==> config.mk <==
export PLATFORM = sky130hd
export DESIGN_NAME = bus_master_if
export DESIGN_NICKNAME = d
export VERILOG_FILES = /design/src/rtl/bus_master_if.sv
export SDC_FILE = /design/constraint.sdc
export NUM_CORES = 1
export LEC_CHECK = 0
export ABC_AREA = 1
export BUFFER_PORTS_ARGS = -buffer_cell sky130_fd_sc_hd__buf_2
export CAP_MARGIN = 15
export CORE_ASPECT_RATIO = 0.8
export CORE_MARGIN = 2
export CORE_UTILIZATION = 48
export DETAILED_ROUTE_END_ITERATION = 16
export PLACE_DENSITY_LB_ADDON = 0.05
export SYNTH_ARGS = -nofsm -noshare
export SYNTH_HDL_FRONTEND = slang
export SYNTH_SLANG_ARGS = --single-unit
==> constraint.sdc <==
create_clock -name clk -period 2 [get_ports clk]
set_clock_uncertainty 0.2 [all_clocks]
set_input_delay 0.4 -clock clk [delete_from_list [all_inputs] [get_ports clk]]
set_output_delay 0.4 -clock clk [all_outputs]
set_load 0.005 [all_outputs]
==> src/rtl/bus_master_if.sv <==
`default_nettype none
// +----------------------------------------------------------------------------+
// | bus_master_if: MEM-stage to system-bus sequencer (request/grant, one bus   |
// | cycle with wait states, read-data buffer, slave timeout).                  |
// | Revision: 1.0                                                              |
// +----------------------------------------------------------------------------+
module bus_master_if #(
  parameter int TIMEOUT = 255
) (
  input  logic        clk,
  input  logic        reset_,
  input  logic        stall,
  input  logic        flush,
  input  logic        as_,
  input  logic        rw,
  input  logic [29:0] addr,
  input  logic [31:0] wr_data,
  output logic [31:0] rd_data,
  output logic        busy,
  output logic        bus_err,
  output logic        bus_req_,
  input  logic        bus_grnt_,
  output logic [29:0] bus_addr,
  output logic        bus_as_,
  output logic        bus_rw,
  output logic [31:0] bus_wr_data,
  input  logic [31:0] bus_rd_data,
  input  logic        bus_rdy_
);

  typedef enum logic [1:0] {
    IDLE   = 2'd0,
    REQ    = 2'd1,
    ACCESS = 2'd2,
    STALL  = 2'd3
  } state_t;

  localparam logic [7:0] TMO_LAST = 8'(TIMEOUT - 1);

  state_t      state_q, state_d;
  logic        bus_req_q, bus_req_d;
  logic        bus_as_q, bus_as_d;
  logic        bus_rw_q, bus_rw_d;
  logic [29:0] bus_addr_q, bus_addr_d;
  logic [31:0] bus_wr_data_q, bus_wr_data_d;
  logic [31:0] rd_buf_q, rd_buf_d;
  logic [7:0]  tmo_cnt_q, tmo_cnt_d;

  always_ff @(posedge clk or negedge reset_) begin
    if (!reset_) begin
      state_q       <= IDLE;
      bus_req_q     <= 1'b1;
      bus_as_q      <= 1'b1;
      bus_rw_q      <= 1'b1;
      bus_addr_q    <= 30'd0;
      bus_wr_data_q <= 32'd0;
      rd_buf_q      <= 32'd0;
      tmo_cnt_q     <= 8'd0;
    end else begin
      state_q       <= state_d;
      bus_req_q     <= bus_req_d;
      bus_as_q      <= bus_as_d;
      bus_rw_q      <= bus_rw_d;
      bus_addr_q    <= bus_addr_d;
      bus_wr_data_q <= bus_wr_data_d;
      rd_buf_q      <= rd_buf_d;
      tmo_cnt_q     <= tmo_cnt_d;
    end
  end

  always_comb begin
    state_d       = state_q;
    bus_req_d     = bus_req_q;
    bus_as_d      = bus_as_q;
    bus_rw_d      = bus_rw_q;
    bus_addr_d    = bus_addr_q;
    bus_wr_data_d = bus_wr_data_q;
    rd_buf_d      = rd_buf_q;
    tmo_cnt_d     = tmo_cnt_q;
    busy          = 1'b0;
    bus_err       = 1'b0;
    rd_data       = rd_buf_q;

    unique case (state_q)
      IDLE: begin
        if (!as_ && !flush) begin
          busy          = 1'b1;
          state_d       = REQ;
          bus_req_d     = 1'b0;
          bus_addr_d    = addr;
          bus_rw_d      = rw;
          bus_wr_data_d = wr_data;
        end
      end
      REQ: begin
        busy = 1'b1;
        if (flush) begin
          bus_req_d = 1'b1;
          state_d   = IDLE;
        end else if (!bus_grnt_) begin
          bus_as_d  = 1'b0;
          tmo_cnt_d = 8'd0;
          state_d   = ACCESS;
        end
      end
      ACCESS: begin
        // Strobe is a single-cycle pulse; flush cannot abort a started cycle.
        bus_as_d = 1'b1;
        if (!bus_rdy_) begin
          rd_data   = bus_rd_data;
          bus_req_d = 1'b1;
          if (bus_rw_q) rd_buf_d = bus_rd_data;
          state_d = stall ? STALL : IDLE;
        end else if (tmo_cnt_q == TMO_LAST) begin
          bus_err   = 1'b1;
          bus_req_d = 1'b1;
          state_d   = stall ? STALL : IDLE;
        end else begin
          busy      = 1'b1;
          tmo_cnt_d = tmo_cnt_q + 8'd1;
        end
      end
      STALL: begin
        // as_ still belongs to the completed instruction here.
        if (!stall) state_d = IDLE;
      end
      default: state_d = IDLE;
    endcase
  end

  assign bus_req_    = bus_req_q;
  assign bus_as_     = bus_as_q;
  assign bus_rw      = bus_rw_q;
  assign bus_addr    = bus_addr_q;
  assign bus_wr_data = bus_wr_data_q;

endmodule
`default_nettype wire

==> flow_metrics.tcl <==
set metrics [dict create \
    status "complete, but fails checks" \
    violations "setup timing" \
    setup_slack_ns -0.255 \
    synthFlopType "dfrtp_1" \
    grt_pass1_vias 3750 \
    crit_fanout 7 \
    synth_cell_types 24 \
    syn_to_final_growth_pct 35.9 \
    h-tree-depth 3 \
    synth_edf_count 0 \
    ff2ff_setup_slack_ns 0.13 \
    post-route-period-util 1.13 \
    ys_ff_latch 107 \
    multi_input_area_um2 1890 \
    postSynth.asyncResetShare 1.00 \
    avgSynthCellArea_um2 10.4 \
    layout_min_cycle_time_ns 2.26 \
    core_area_um2 9690 \
    path_cells "inv_2, ha_4, inv_4, nor2_4, inv_6, clkbuf_16, o21ai_1, buf_2" \
    worst_pin_slew_ns 0.514 \
    slowest_delay_ns 0.39 \
    synthTopCellsByArea "dfrtp_1 54%, mux2_2 15%, nand2_1 8.0%" \
    synthCells 460 \
    antennaDiodeCount 0 \
    vias 3896 \
    grt-ovfl-total 0 \
    netlist.area_leader.share 0.542 \
    grt_antenna_before_repair 0 \
    yosys_warnings 0 \
    cts_max_path_buffers 2 \
    yosysTopAreaCell "dfrtp_1" \
    yosysSeqAreaShare 0.558 \
    num_rows 32 \
    place.gp.congestion 0.772 \
    grt_max_degree 65 \
    die_w_um 116 \
    maxCapViolCount 0 \
    port_buffers 200 \
    num-nets-final 786 \
    finalSetupViolations 33 \
    pwr_density_cell_nw_per_um2 1340 \
    fillCellCount 830 \
    hold_viol 0 \
    numClockSinks 107 \
    die_area_um2 10800 \
    pre_cts_ws_ns 0.0238 \
    hold_class "in2reg" \
    cp-start-kind "flop" \
    dpl.hpwl_um 8090 \
    finalPower_mw 8.77 \
    leakage_nw 3.38 \
    cts_buffers 9 \
    drc_errors 0 \
    rsz0062_at_grt "true" \
    worstSetupEndpointType "output pin" \
    crit_arrival_ns 1.66 \
    cts_tree "yes" \
    timing.slew.headroom 0.653 \
    path_clk_slew_ns 0.07 \
    clk_latency_ns 0.34 \
    slowest_stage "dfrtp_1" \
    firstDrtPassIters 4 \
    grt_pass1_wl_um 17500 \
    ant_nets 0 \
    critPathKind "reg2out" \
    root_buffer "clkbuf_16" \
    floorplan.initialDensity 0.496 \
    vias_per_cell 4.77 \
    pin_count 201 \
    seqCellArea_um2 2680 \
    fp.dieH_um 93.5 \
    cp.required_ns 1.40 \
    grt.total_usage 0.205 \
    syn_area_um2 4810 \
    drtIter0Drc 235 \
    syn-num-nets 570 \
    finalWirelength_um 11300 \
    slew_viol_final 0 \
    vdd_drop_max_mv 0.677 \
    timing.fmax_mhz 443 \
    drive_gt1_frac 0.505 \
    wl_per_cell_um 13.8 \
]
==> final timing paths <==
| kind | startpoint | depth (start not counted) | endpoint |
|---|---|---|---|
| max | state_q[0]$_DFFE_PN0P_ | 8 | rd_data[19] |
| min | wr_data[24] | 2 | bus_wr_data[24]$_DFFE_PN0P_ |
| max reg2reg | state_q[0]$_DFFE_PN0P_ | 6 | bus_wr_data[11]$_DFFE_PN0P_ |
| min reg2reg | bus_req_$_DFFE_PN1P_ | 2 | bus_req_$_DFFE_PN1P_ |
| max in group asynchronous | reset_ | 3 | bus_req_$_DFFE_PN1P_ |
| min in group asynchronous | reset_ | 2 | bus_addr[29]$_DFFE_PN0P_ |
==> synthesized netlist by cell type, types with 2 or more instances <==
cell type  count
mux2_2        63
inv_2          2
a21oi_1        2
nand2_1      102
o21bai_1       2
dfrtp_1      104
ha_1           8
nor2_4         2
o21ai_2        3
nor2_1         6
nand2_2        5
clkbuf_1       6
buf_6          7
buf_2          6
nand3_2        2
nand4_1        4
o21ai_0       69
o21ai_1        2
dfstp_2        3
nand3_1       13
inv_1         46
==> per-layer routing <==
metal | track usage | routed length [um] | vias up
met1 | 0.274 | 4920 | 1792
met2 | 0.319 | 5290 | 145
li1 | - | - | 1946
met3 | 0.0655 | 858 | 13
met5 | 0 | 0 | -
met4 | 0.0675 | 195 | 0
==> cell usage in the layout, fill, tap and decap left out, types with 12 or more instances in the layout <==
master / synthesis / routed
o21ai_0: 69 / 38
mux2_2: 63 / 63
o21ai_2: 3 / 12
o21ai_1: 2 / 24
nand3_1: 13 / 13
buf_4: 0 / 15
inv_1: 46 / 43
buf_2: 6 / 199
dfrtp_1: 104 / 102
nand2_1: 102 / 99
==> what timing repair did <==
item                       in CTS  in global routing
hold buffers                    1                  0
cloned                          1                  2
setup endpoints to repair      34                 42
setup buffers                   3                  3
pin swaps                       1                  5
hold endpoints to repair       17                  0
resized for setup              45                 20
==> per-stage QoR <==
stage	instances	setup TNS [ns]	util	hold slack (ns)	instance area, um2
final	817	-7.14	0.674	0.0858	6530
after global routing	817	-10.56	0.674	0.0741	6530
after CTS	812	-7.49	0.662	0.0709	6420
after detailed placement	791	0	0.622	0.109	6020
after global placement	791	0	0.622	0.108	6020
after floorplan	460	0	-	-0.0956	4810
==> report_power, final <==
group          switching [mW]  total [mW]  leakage, nW  internal [mW]
clock network           0.796        1.69        0.139          0.890
registers               0.465        3.58         1.32           3.12
logic                    1.61        3.50         1.92           1.89
total                    2.87        8.77         3.38           5.90
==> state kept, by name, summed over array words and instances (netlist names) <==
signal / flops
bus_wr_data: 32
rd_buf_q: 32
bus_addr: 30
tmo_cnt_q: 8
state_q: 2
bus_as_: 1
bus_req_: 1
bus_rw: 1
==> kinds of logic after synthesis <==
logic type               synth area share
AND/OR/NAND/NOR                     0.120
flip-flops                          0.558
AO/OA/AOI/OAI                      0.0859
buffers and inverters              0.0677
multiplexers                        0.148
adder cells (fa/ha/maj)            0.0208
==> final cells by class <==
type	count	area share
timing repair buffer	225	0.202
tap	136	0.0260
clock buffer	10	0.0366
multi-input combinational	285	0.289
clock inverter	6	0.00728
sequential	107	0.411
inverter	48	0.0287
==> worst max-delay path: cells and delay by family (launching register included) <==
family | cells | cell delay [ns]
simple gates | 1 | 0.12
fa+ha+maj | 1 | 0.16
buf+inv | 5 | 0.50
compound gates | 1 | 0.13
flops | 1 | 0.39
(Power assumes the default switching activity.)
